`src/rtl/unified_mem_arbiter.sv`:
```
// unified_mem_arbiter: shares one single-port unified memory between
// instruction fetch (i_*), load/store (d_*) and debug/loader (g_*) requesters.
// Fixed priority debug > data > fetch, with a guard that hands the memory to
// fetch after MAX_DATA_STREAK back-to-back data grants. Unanswered accesses
// are aborted after TIMEOUT cycles and answered with resp_err=1.
// Ports:
//   clk, reset (async, active-low)
//   i_req/i_addr -> i_done/i_rdata          fetch requester
//   d_req/d_we/d_be/d_addr/d_wdata -> d_done/d_rdata   load/store requester
//   g_req/g_we/g_addr/g_wdata -> g_done/g_rdata        debug requester
//   resp_err                                 error flag, valid with any done
//   mem_req/mem_we/mem_be/mem_addr/mem_wdata, mem_ack/mem_rdata   memory side
//   busy, owner                              status (owner: 0 none,1 I,2 D,3 G)
module unified_mem_arbiter #(
  parameter int unsigned ADDR_W          = 32,
  parameter int unsigned MAX_DATA_STREAK = 4,
  parameter int unsigned TIMEOUT         = 16
) (
  input  logic              clk,
  input  logic              reset,
  input  logic              i_req,
  input  logic [ADDR_W-1:0] i_addr,
  output logic              i_done,
  output logic [31:0]       i_rdata,
  input  logic              d_req,
  input  logic              d_we,
  input  logic [3:0]        d_be,
  input  logic [ADDR_W-1:0] d_addr,
  input  logic [31:0]       d_wdata,
  output logic              d_done,
  output logic [31:0]       d_rdata,
  input  logic              g_req,
  input  logic              g_we,
  input  logic [ADDR_W-1:0] g_addr,
  input  logic [31:0]       g_wdata,
  output logic              g_done,
  output logic [31:0]       g_rdata,
  output logic              resp_err,
  output logic              mem_req,
  output logic              mem_we,
  output logic [3:0]        mem_be,
  output logic [ADDR_W-1:0] mem_addr,
  output logic [31:0]       mem_wdata,
  input  logic              mem_ack,
  input  logic [31:0]       mem_rdata,
  output logic              busy,
  output logic [1:0]        owner
);

  localparam int unsigned DATA_W   = 32;
  localparam int unsigned BE_W     = 4;
  localparam int unsigned STREAK_W = $clog2(MAX_DATA_STREAK + 1);
  localparam int unsigned TCNT_W   = $clog2(TIMEOUT + 1);

  localparam logic [1:0] OWN_NONE = 2'd0;
  localparam logic [1:0] OWN_I    = 2'd1;
  localparam logic [1:0] OWN_D    = 2'd2;
  localparam logic [1:0] OWN_G    = 2'd3;

  typedef enum logic [1:0] {S_IDLE, S_ISSUE, S_RESP} state_t;

  // Command presented to memory; frozen for the whole ISSUE phase.
  typedef struct packed {
    logic              we;
    logic [BE_W-1:0]   be;
    logic [ADDR_W-1:0] addr;
    logic [DATA_W-1:0] wdata;
  } mem_cmd_t;

  state_t              state_q, state_d;
  logic [STREAK_W-1:0] streak_q, streak_d;
  logic [TCNT_W-1:0]   tcnt_q, tcnt_d;
  logic [1:0]          owner_q, owner_d;
  mem_cmd_t            cmd_q, cmd_d;
  logic                mem_req_q, mem_req_d;
  logic [DATA_W-1:0]   i_rdata_q, i_rdata_d;
  logic [DATA_W-1:0]   d_rdata_q, d_rdata_d;
  logic [DATA_W-1:0]   g_rdata_q, g_rdata_d;
  logic [2:0]          done_q, done_d;   // {g, d, i}
  logic                err_q, err_d;
  logic                busy_q, busy_d;

  logic                fetch_forced_c;
  logic [1:0]          win_c;
  logic                timeout_hit_c;

  // State register
  always_ff @(posedge clk or negedge reset) begin
    if (!reset) state_q <= S_IDLE;
    else        state_q <= state_d;
  end

  assign timeout_hit_c = (tcnt_q == TCNT_W'(TIMEOUT - 1));

  // Next-state logic
  always_comb begin
    state_d = state_q;
    unique case (state_q)
      S_IDLE:  if (i_req || d_req || g_req) state_d = S_ISSUE;
      S_ISSUE: if (mem_ack || timeout_hit_c) state_d = S_RESP;
      S_RESP:  state_d = S_IDLE;
      default: state_d = S_IDLE;
    endcase
  end

  // Arbitration: fetch jumps ahead of data once the data streak is exhausted
  always_comb begin
    fetch_forced_c = i_req && !g_req && (streak_q == STREAK_W'(MAX_DATA_STREAK));
    win_c = OWN_NONE;
    if (g_req)               win_c = OWN_G;
    else if (fetch_forced_c) win_c = OWN_I;
    else if (d_req)          win_c = OWN_D;
    else if (i_req)          win_c = OWN_I;
  end

  // Output / datapath next values
  always_comb begin
    streak_d  = streak_q;
    tcnt_d    = tcnt_q;
    owner_d   = owner_q;
    cmd_d     = cmd_q;
    mem_req_d = mem_req_q;
    i_rdata_d = i_rdata_q;
    d_rdata_d = d_rdata_q;
    g_rdata_d = g_rdata_q;
    done_d    = 3'b000;
    err_d     = 1'b0;
    busy_d    = (state_d != S_IDLE);

    unique case (state_q)
      S_IDLE: begin
        owner_d = win_c;
        if (win_c != OWN_NONE) begin
          mem_req_d = 1'b1;
          tcnt_d    = '0;
          unique case (win_c)
            OWN_G:   cmd_d = '{we: g_we, be: 4'hF, addr: g_addr, wdata: g_wdata};
            OWN_D:   cmd_d = '{we: d_we, be: (d_we ? d_be : 4'hF), addr: d_addr, wdata: d_wdata};
            default: cmd_d = '{we: 1'b0, be: 4'hF, addr: i_addr, wdata: '0};
          endcase
          // Streak only counts data grants that kept a waiting fetch out
          if (win_c == OWN_I || !i_req) begin
            streak_d = '0;
          end else if (win_c == OWN_D && streak_q != STREAK_W'(MAX_DATA_STREAK)) begin
            streak_d = streak_q + STREAK_W'(1);
          end
        end
      end
      S_ISSUE: begin
        if (mem_ack || timeout_hit_c) begin
          mem_req_d = 1'b0;
          err_d     = !mem_ack;
          if (!mem_ack) tcnt_d = TCNT_W'(TIMEOUT);
          unique case (owner_q)
            OWN_G:   done_d = 3'b100;
            OWN_D:   done_d = 3'b010;
            OWN_I:   done_d = 3'b001;
            default: done_d = 3'b000;
          endcase
          // Ack: reads update rdata, writes leave it. Timeout: rdata forced to 0.
          if (!mem_ack || !cmd_q.we) begin
            unique case (owner_q)
              OWN_G:   g_rdata_d = mem_ack ? mem_rdata : '0;
              OWN_D:   d_rdata_d = mem_ack ? mem_rdata : '0;
              OWN_I:   i_rdata_d = mem_ack ? mem_rdata : '0;
              default: ;
            endcase
          end
        end else begin
          tcnt_d = tcnt_q + TCNT_W'(1);
        end
      end
      S_RESP: owner_d = OWN_NONE;
      default: ;
    endcase
  end

  // Datapath and output registers
  always_ff @(posedge clk or negedge reset) begin
    if (!reset) begin
      streak_q  <= '0;
      tcnt_q    <= '0;
      owner_q   <= OWN_NONE;
      cmd_q     <= '0;
      mem_req_q <= 1'b0;
      i_rdata_q <= '0;
      d_rdata_q <= '0;
      g_rdata_q <= '0;
      done_q    <= 3'b000;
      err_q     <= 1'b0;
      busy_q    <= 1'b0;
    end else begin
      streak_q  <= streak_d;
      tcnt_q    <= tcnt_d;
      owner_q   <= owner_d;
      cmd_q     <= cmd_d;
      mem_req_q <= mem_req_d;
      i_rdata_q <= i_rdata_d;
      d_rdata_q <= d_rdata_d;
      g_rdata_q <= g_rdata_d;
      done_q    <= done_d;
      err_q     <= err_d;
      busy_q    <= busy_d;
    end
  end

  assign i_done    = done_q[0];
  assign d_done    = done_q[1];
  assign g_done    = done_q[2];
  assign i_rdata   = i_rdata_q;
  assign d_rdata   = d_rdata_q;
  assign g_rdata   = g_rdata_q;
  assign resp_err  = err_q;
  assign mem_req   = mem_req_q;
  assign mem_we    = cmd_q.we;
  assign mem_be    = cmd_q.be;
  assign mem_addr  = cmd_q.addr;
  assign mem_wdata = cmd_q.wdata;
  assign busy      = busy_q;
  assign owner     = owner_q;

endmodule

```
`config.mk`:
```
export PLATFORM = sky130hd
export DESIGN_NAME = unified_mem_arbiter
export DESIGN_NICKNAME = d
export VERILOG_FILES = /design/src/rtl/unified_mem_arbiter.sv
export SDC_FILE = /design/constraint.sdc
export NUM_CORES = 1
export LEC_CHECK = 0
export ABC_AREA = 1
export BUFFER_PORTS_ARGS = -buffer_cell sky130_fd_sc_hd__buf_4
export CORE_AREA = 2 2 148 150
export DETAILED_ROUTE_END_ITERATION = 10
export DIE_AREA = 0 0 150 152
export GPL_TIMING_DRIVEN = 0
export PLACE_DENSITY = 0.8
export SKIP_LAST_GASP = 1
export SLEW_MARGIN = 20
export SYNTH_ARGS = -nofsm -noshare
export SYNTH_HDL_FRONTEND = slang
export SYNTH_SLANG_ARGS = --single-unit
```
`constraint.sdc`:
```
create_clock -name clk -period 2.6 [get_ports clk]
set_input_delay 0.13 -clock clk [delete_from_list [all_inputs] [get_ports clk]]
set_output_delay 0.13 -clock clk [all_outputs]
set_load 0.01 [all_outputs]
```
Yosys cells after proc, flatten, opt, wreduce, memory -nomap -nowiden
Index checks and enable logic that the tools add are counted.
- add/sub/neg operators: 2
- multiply operators: 0
- divide/modulo/power cells: 0
- $lt $le $gt $ge: 0
- equality and inequality tests: 14
- shifts and indexed selects: 0
- mux-type cells: 25
- bitwise logic cells: 0
- reduce and logical (&&, ||, !) cells: 25
- operators by type and width (kind ; number):
    $pmux W69 S2 ; 1
    $mux W32 ; 1
    $mux W5 ; 3
    $mux W3 ; 4
    $reduce_and A4 Y1 ; 3
    $eq A2 B2 Y1 const B ; 5
    $mux W2 ; 5
    $pmux W5 S2 ; 1
    $reduce_bool A2 Y1 ; 5
    $pmux W3 S3 ; 1
    $reduce_and A3 Y1 ; 3
    $pmux W2 S2 ; 2
    $eq A2 B1 Y1 const B ; 3
    $ne A3 B3 Y1 const B ; 2
    $add A5 B1 Y5 const B ; 1
    $eq A5 B4 Y1 const B ; 1
    $logic_or A1 B1 Y1 ; 5
    $mux W1 ; 5
    $logic_not A1 Y1 ; 4
    $mux W4 ; 1
    $ne A2 B2 Y1 const B ; 2
    $add A3 B1 Y3 const B ; 1
    $eq A3 B3 Y1 const B ; 1
    $logic_and A1 B1 Y1 ; 3
    3 further kinds ; 3
- flip-flop bits (word level): 183
- latch bits: 0
- RAM bits: 0
- bits in read-only memories: 0
- output and inout port bits: 173
- word-level logic and storage cells: 81
- memories kept: 0

Longest topological paths before layout
Gate-level depths: netlist of the first run.
- depth in word-level cells: 9
- depth in mapped cells: 11

Worst setup path after synthesis of the first run
No wires, ideal clock.
- path type: reg-to-reg
- from: register tcnt_q[0]
- to: register d_rdata_q[23] (netlist: d_rdata[23])
- library setup time: 0.122 ns
- data arrival time: 1.499 ns
- required time: 2.478 ns
- slack: 0.979 ns
- cell stages (with the launch flop): 11
- path buffers: 1
- cells stage by stage: dfrtp_1 -> ha_1 -> nand2_1 -> nor2_1 -> ha_1 -> nand2_2 -> o21ai_4 -> nand3_2 -> buf_2 -> nand2_1 -> o21ai_1
- cells in the longest elaborated chain, start to end: 3
- ends and longest elaborated chain (item ; line ; source):
    start: declaration ; 72 ; logic [TCNT_W-1:0] tcnt_q, tcnt_d;
    start signal: assignment ; 194 ; tcnt_q <= tcnt_d;
    $eq A5 B4 Y1 ; 93 ; assign timeout_hit_c = (tcnt_q == TCNT_W'(TIMEOUT - 1));
    $logic_or A1 B1 Y1 ; 150 ; if (mem_ack || timeout_hit_c) begin
    $reduce_and A4 Y1 (no line) ; n/a ;
    end signal: assignment ; 199 ; d_rdata_q <= d_rdata_d;
    end: declaration ; 77 ; logic [DATA_W-1:0] d_rdata_q, d_rdata_d;
No other way between the ends.
A chain may end at the register's enable or synchronous reset.

Worst setup path after layout of the first run
- from: register tcnt_q[0]
- to: register g_rdata_q[24] (netlist: g_rdata[24])
- cells in the longest elaborated chain, start to end: 3
- ends and longest elaborated chain (item ; line ; source):
    $eq A5 B4 Y1 ; 93 ;
    $logic_or A1 B1 Y1 ; 150 ;
    $reduce_and A4 Y1 (no line) ; n/a ;
    end signal: assignment ; 200 ; g_rdata_q <= g_rdata_d;
    end: declaration ; 78 ; logic [DATA_W-1:0] g_rdata_q, g_rdata_d;
No other way between the ends.

==> run metrics, run 1 <==
largest net degree at the start of global routing=98; Port Buffers=374; total power draw=0.0123 W; antenna violations before repair=0; PD cells=994 nW/um2; Max VDD drop=0.385 mV; hold buffers post-CTS=13; leak pwr=7.00 nW; # diodes=0; total gr overflow=0; Post-synth EDFFs=0; asr flop ratio synth=100%; I/O pin total=377; vias in the first global route=8557; # DRC=0; share of cells above drive strength 1=30.9%; crit path max fanout=10; most frequent cell after synthesis=nand2_1; nets=1701; DP HPWL=21700 um; Final Cycle Share=76.4%; Starting Density=39.5%; CORE AREA=21400 um2; Clock Pin Slew Worst Setup and Hold Paths=70 ps; count of cell types in the netlist=25; Peak Freq=503 MHz; CTS Buf Count=17; setup bufs post-CTS=0; RSZ-0062 raised after global routing=no; Yosys Warn Count=0; via count=8636; post-CTS sizing=0; Yosys top cell by area=dfrtp_1; Post-Syn Area=8430 um2; Iter 0 DRT Violations=465; CP Data Arrival Time=2290 ps; Rel. slew slack=54.7%; CTS H-tree lvls=4; sequential share of the synthesized area=54.3%; Worst Hold Class=primary input to flop; routability cong.=0.936; Startpoint Class=flop; endpoints failing setup=0; DRT Pass-1 Iters=5; DRT antenna net count=0; Synth top area share=54.3%; Crit. End Element=flop; routed length per placed instance=15.8 um; clk_skew=16.9 ps; DR vias/cell=4.84; syn avg cell area=7.76 um2; Die Footprint=22800 um2; Root Driver=clkbuf_16; DP Worst Slack=631 ps; first-pass GRT wire length=44000 um; maximum root-to-sink buffer count=2; Layout Cells excl Fill=1786; FF+latch count, synth=183; die width=150 um; Cells after DPL=1741; max cap viols=0; Syn Inst Count=1086; area delta synth->final=46.6%; Post-Route WL=28300 um; ys flop type=dfrtp_1; outcome=finished, final reports clean; final count of pins violating max slew=0; synth cell count leaders=449 x nand2_1, 183 x dfrtp_1, 110 x inv_1, 104 x o21ai_1, 48 x nor2_1; Fin. Hold Viols=0; clk sinks=183; GRT Resource Usage Total=24.5%; WP data required=2900 ps; post-route setup slack=613 ps; synth top area cells=dfrtp_1 54%, nand2_1 20%, o21ai_1 6.2%; row cnt=54; clock latency on the worst-skew pair=430 ps; Synth Net Count=1294; critical path class=flop to flop; Period minus WS final=1990 ps; Tightest Pin Transition=680 ps; CTS tree=built; Fin Setup TNS=0 ps; Die Ht=152 um
==> per-layer routing <==
layer / wire length [um] / track usage, %
met5: 0 / 0
met4: 1250 / 11.3
met3: 2190 / 5.86
met2: 14100 / 42.6
met1: 10700 / 28.4
==> worst max-delay path: stages (launching register included) <==
cell	delay, ps
dfrtp_1	390
ha_1	180
nand2_1	70
nor2_1	100
ha_1	200
nand2_2	90
o21ai_4	100
nand4_4	230
buf_2	280
nand2_1	120
o21ai_1	90
==> placed cells by master, fill, tap and decap left out, types with 3 or more instances in the layout <==
cell,instances
o21ai_0,30
ha_1,4
inv_2,3
o21ai_1,104
nor2_1,48
buf_2,40
nor4_1,3
nand2_2,4
inv_1,110
nand3_1,39
clkinv_4,3
a21oi_1,39
inv_8,6
buf_4,376
clkbuf_16,17
dlygate4sd3_1,13
dfrtp_1,183
clkbuf_1,14
nand2_1,449
==> final cells by class <==
class | count | area (um2)
Multi-Input combinational cell | 730 | 3140
Buffer | 59 | 284
Clock buffer | 17 | 425
Fill cell | 1937 | 8990
Timing Repair Buffer | 388 | 2970
Tap cell | 280 | 350
Sequential cell | 183 | 4580
Inverter | 114 | 428
Clock inverter | 15 | 179
==> stage by stage <==
| stage | area [um2] | utilization [%] | hold WS [ps] |
|---|---|---|---|
| 2_1_floorplan | 8430 | - | -166 |
| 3_3_place_gp | 11600 | 54.3 | 403 |
| 3_5_place_dp | 11600 | 54.4 | 166 |
| 4_1_cts | 12400 | 57.9 | 0.0357 |
| 5_1_grt | 12400 | 57.9 | 13.5 |
| 6_report | 12400 | 57.9 | 16.6 |
==> report_power, final <==
group | leakage [nW] | switching, W | internal, W
registers | 2.36 | 0.000728 | 0.00394
clock network | 0.299 | 0.00126 | 0.00139
logic | 4.34 | 0.00270 | 0.00226
==> final timing paths <==
kind	slack (ps)	startpoint	depth (start not counted)	endpoint
max reg2reg	610	tcnt_q[0]	10	g_rdata[24]
max in group asynchronous	1390	reset	3	mem_wdata[28]
max	610	tcnt_q[0]	10	g_rdata[24]
min	20	mem_rdata[0]	3	d_rdata[0]
min reg2reg	480	mem_addr[2]	2	mem_addr[2]
min in group asynchronous	280	reset	2	d_rdata[19]
==> sequential cells by signal, summed over array words and instances (netlist names) <==
| signal | flops |
|---|---|
| mem_wdata | 32 |
| mem_req | 1 |
| i_rdata | 32 |
| d_rdata | 32 |
| g_rdata | 32 |
| owner | 2 |
| done_q | 3 |
| resp_err | 1 |
| busy | 1 |
| mem_be | 4 |
| mem_we | 1 |
| mem_addr | 32 |
| tcnt_q | 5 |
| streak_q | 3 |
| state_q | 2 |
==> kinds of logic after synthesis <==
| kind of cell | after synthesis | share of synthesized area, % |
|---|---|---|
| and+or+nand+nor | 551 | 26.1 |
| xor gates and xnor gates | 1 | 0.104 |
| AOI/OAI and AO/OA | 174 | 10.5 |
| buffers and inverters | 173 | 8.44 |
| adders and majority gates | 4 | 0.594 |
| DFF | 183 | 54.3 |
No activity file was read; power rests on OpenSTA's default activity.
==> run 2, diff against run 1 <==
--- a/config.mk
+++ b/config.mk
@@ -11,7 +11,7 @@
 export DETAILED_ROUTE_END_ITERATION = 10
 export DIE_AREA = 0 0 150 152
 export GPL_TIMING_DRIVEN = 0
-export PLACE_DENSITY = 0.8
+export PLACE_DENSITY = 0.83
 export SKIP_LAST_GASP = 1
 export SLEW_MARGIN = 20
 export SYNTH_ARGS = -nofsm -noshare
==> constraint.sdc (replaced) <==
create_clock -name clk -period 1.8 [get_ports clk]
set_input_delay 0.09 -clock clk [delete_from_list [all_inputs] [get_ports clk]]
set_output_delay 0.09 -clock clk [all_outputs]
set_load 0.01 [all_outputs]
==> run 2 against run 1 <==
Compared with the run above:
- the flow now finishes with violations (setup timing)
- global-route usage increased by 4.1 points
- sequential cell count did not move
- cell count increased by 7.7%
- largest power group unchanged
==> run metrics, run 2 (same netlist as run 1, synthesis figures left out) <==
outcome=finished, violations left; failing checks=setup timing; endpoints failing setup=65; FILL cells=1552; Period minus WS final=1850 ps; DR vias/cell=5.02; Fin. Hold Viols=0; Clock Pin Slew Worst Setup and Hold Paths=70 ps; Crit. End Element=flop; maximum root-to-sink buffer count=2; Post-Route WL=33800 um; row cnt=54; DRT Pass-1 Iters=7; DP Worst Slack=-196 ps; clk_skew=16.2 ps; most frequent cells in the layout=401 x nand2_1, 390 x buf_4, 182 x dfrtp_1, 121 x dlygate4sd3_1, 110 x inv_1; CTS tree=built; antenna violations before repair=1; Max VDD drop=0.574 mV; CORE AREA=21400 um2; CP Data Arrival Time=2150 ps; CP peak stage delay=410 ps; Layout Cells excl Fill=1924; PD cells=1320 nW/um2; fin util=67.1%; Final Cycle Share=103%; Register Area=4580 um2; Tightest Pin Transition=681 ps; post-route setup slack=-52.7 ps; vias in the first global route=9772; first-pass GRT wire length=50900 um; WP data required=2100 ps; routed length per placed instance=17.6 um; commonest non-fill, non-tap cell in the layout=nand2_1; CTS H-tree lvls=4; Fin Setup TNS=-1300 ps; Startpoint Class=flop; Iter 0 DRT Violations=558; clock latency on the worst-skew pair=430 ps; GRT Resource Usage Total=28.6%; clk sinks=183; CTS Buf Count=17; largest net degree at the start of global routing=99; Die Footprint=22800 um2; # DRC=0; RSZ-0062 raised after global routing=yes; share of cells above drive strength 1=35.1%; final count of pins violating max slew=0; DRT antenna net count=0; area delta synth->final=69.9%; die width=150 um; I/O pin total=377; routability cong.=0.915; total gr overflow=0; leak pwr=7.83 nW; Cells after DPL=1741; crit path max fanout=10; critical path's slowest cell=dfrtp_1; Worst Hold Class=primary input to flop; max cap viols=0; DP HPWL=21600 um; via count=9654; Peak Freq=540 MHz; Die Ht=152 um; nets=1838; Rel. slew slack=54.6%; critical path class=flop to flop; Cell Chain, Critical Path=ha_4 -> nand2_4 -> nor2_4 -> ha_4 -> nand2_4 -> o21ai_4 -> buf_4 -> nand3_4 -> buf_8 -> nand2_1 -> o21ai_1; Root Driver=clkbuf_16; Starting Density=39.5%; Port Buffers=374; multi-input logic area=3540 um2
==> run 2: metrics by stage <==
step	hold WS, ps	total power [W]	instance area (um2)
2_1_floorplan	-206	0.00999	8430
3_3_place_gp	360	0.0137	11600
3_5_place_dp	143	0.0140	11600
4_1_cts	0.464	0.0184	14000
5_1_grt	3.32	0.0200	14300
6_report	22.1	0.0189	14300
==> run 2: layer usage <==
metal	track usage (%)	vias to the layer above	wire length (um)
met3	6.49	119	2650
met5	0	-	0
met4	14.4	0	1760
li1	-	4469	-
met2	49.5	568	17100
met1	32.9	4498	12300
==> run 2: final cells by class <==
| type | instances | area share, % |
|---|---|---|
| clock buffers | 18 | 3.00 |
| flip-flops and latches | 183 | 32.0 |
| plain buffers | 58 | 3.14 |
| repair buffers | 524 | 30.7 |
| inverters | 114 | 2.99 |
| well taps | 280 | 2.45 |
| clock inverters | 14 | 1.06 |
| diodes | 1 | 0.0175 |
| multi-input cells | 732 | 24.7 |
==> run 2: where the power goes <==
part	switching, W	internal (W)	leakage, nW
logic	0.00439	0.00390	5.19
clock network	0.00184	0.00187	0.282
registers	0.00119	0.00569	2.36
==> run 2: worst paths after layout <==
| kind | startpoint | endpoint | slack, ps | cells after the start |
|---|---|---|---|---|
| min in group asynchronous | reset | i_rdata[22] | 240 | 2 |
| hold / removal | d_addr[2] | mem_addr[2] | 20 | 5 |
| max in group asynchronous | reset | mem_be[2] | 620 | 3 |
| setup / recovery | tcnt_q[0] | d_rdata[12] | -50 | 11 |
| setup reg to reg | tcnt_q[0] | d_rdata[12] | -50 | 11 |
| hold reg to reg | mem_addr[2] | mem_addr[2] | 480 | 2 |
==> run 2: critical path: cells and delay by family, from the launching register on <==
family | cells | cell delay, ps
adder cells (fa/ha/maj) | 2 | 340
flip-flops | 1 | 410
AND/OR/NAND/NOR | 5 | 440
buffers and inverters | 2 | 380
AO/OA/AOI/OAI | 2 | 170
==> run 2: repair_timing <==
item                       CTS  global route
gates cloned                 7             2
pin swaps                    7             5
hold endpoints to repair   208             0
buffers inserted            15             7
resized for setup          102            83
hold buffers               121             0
setup endpoints to repair   99           128
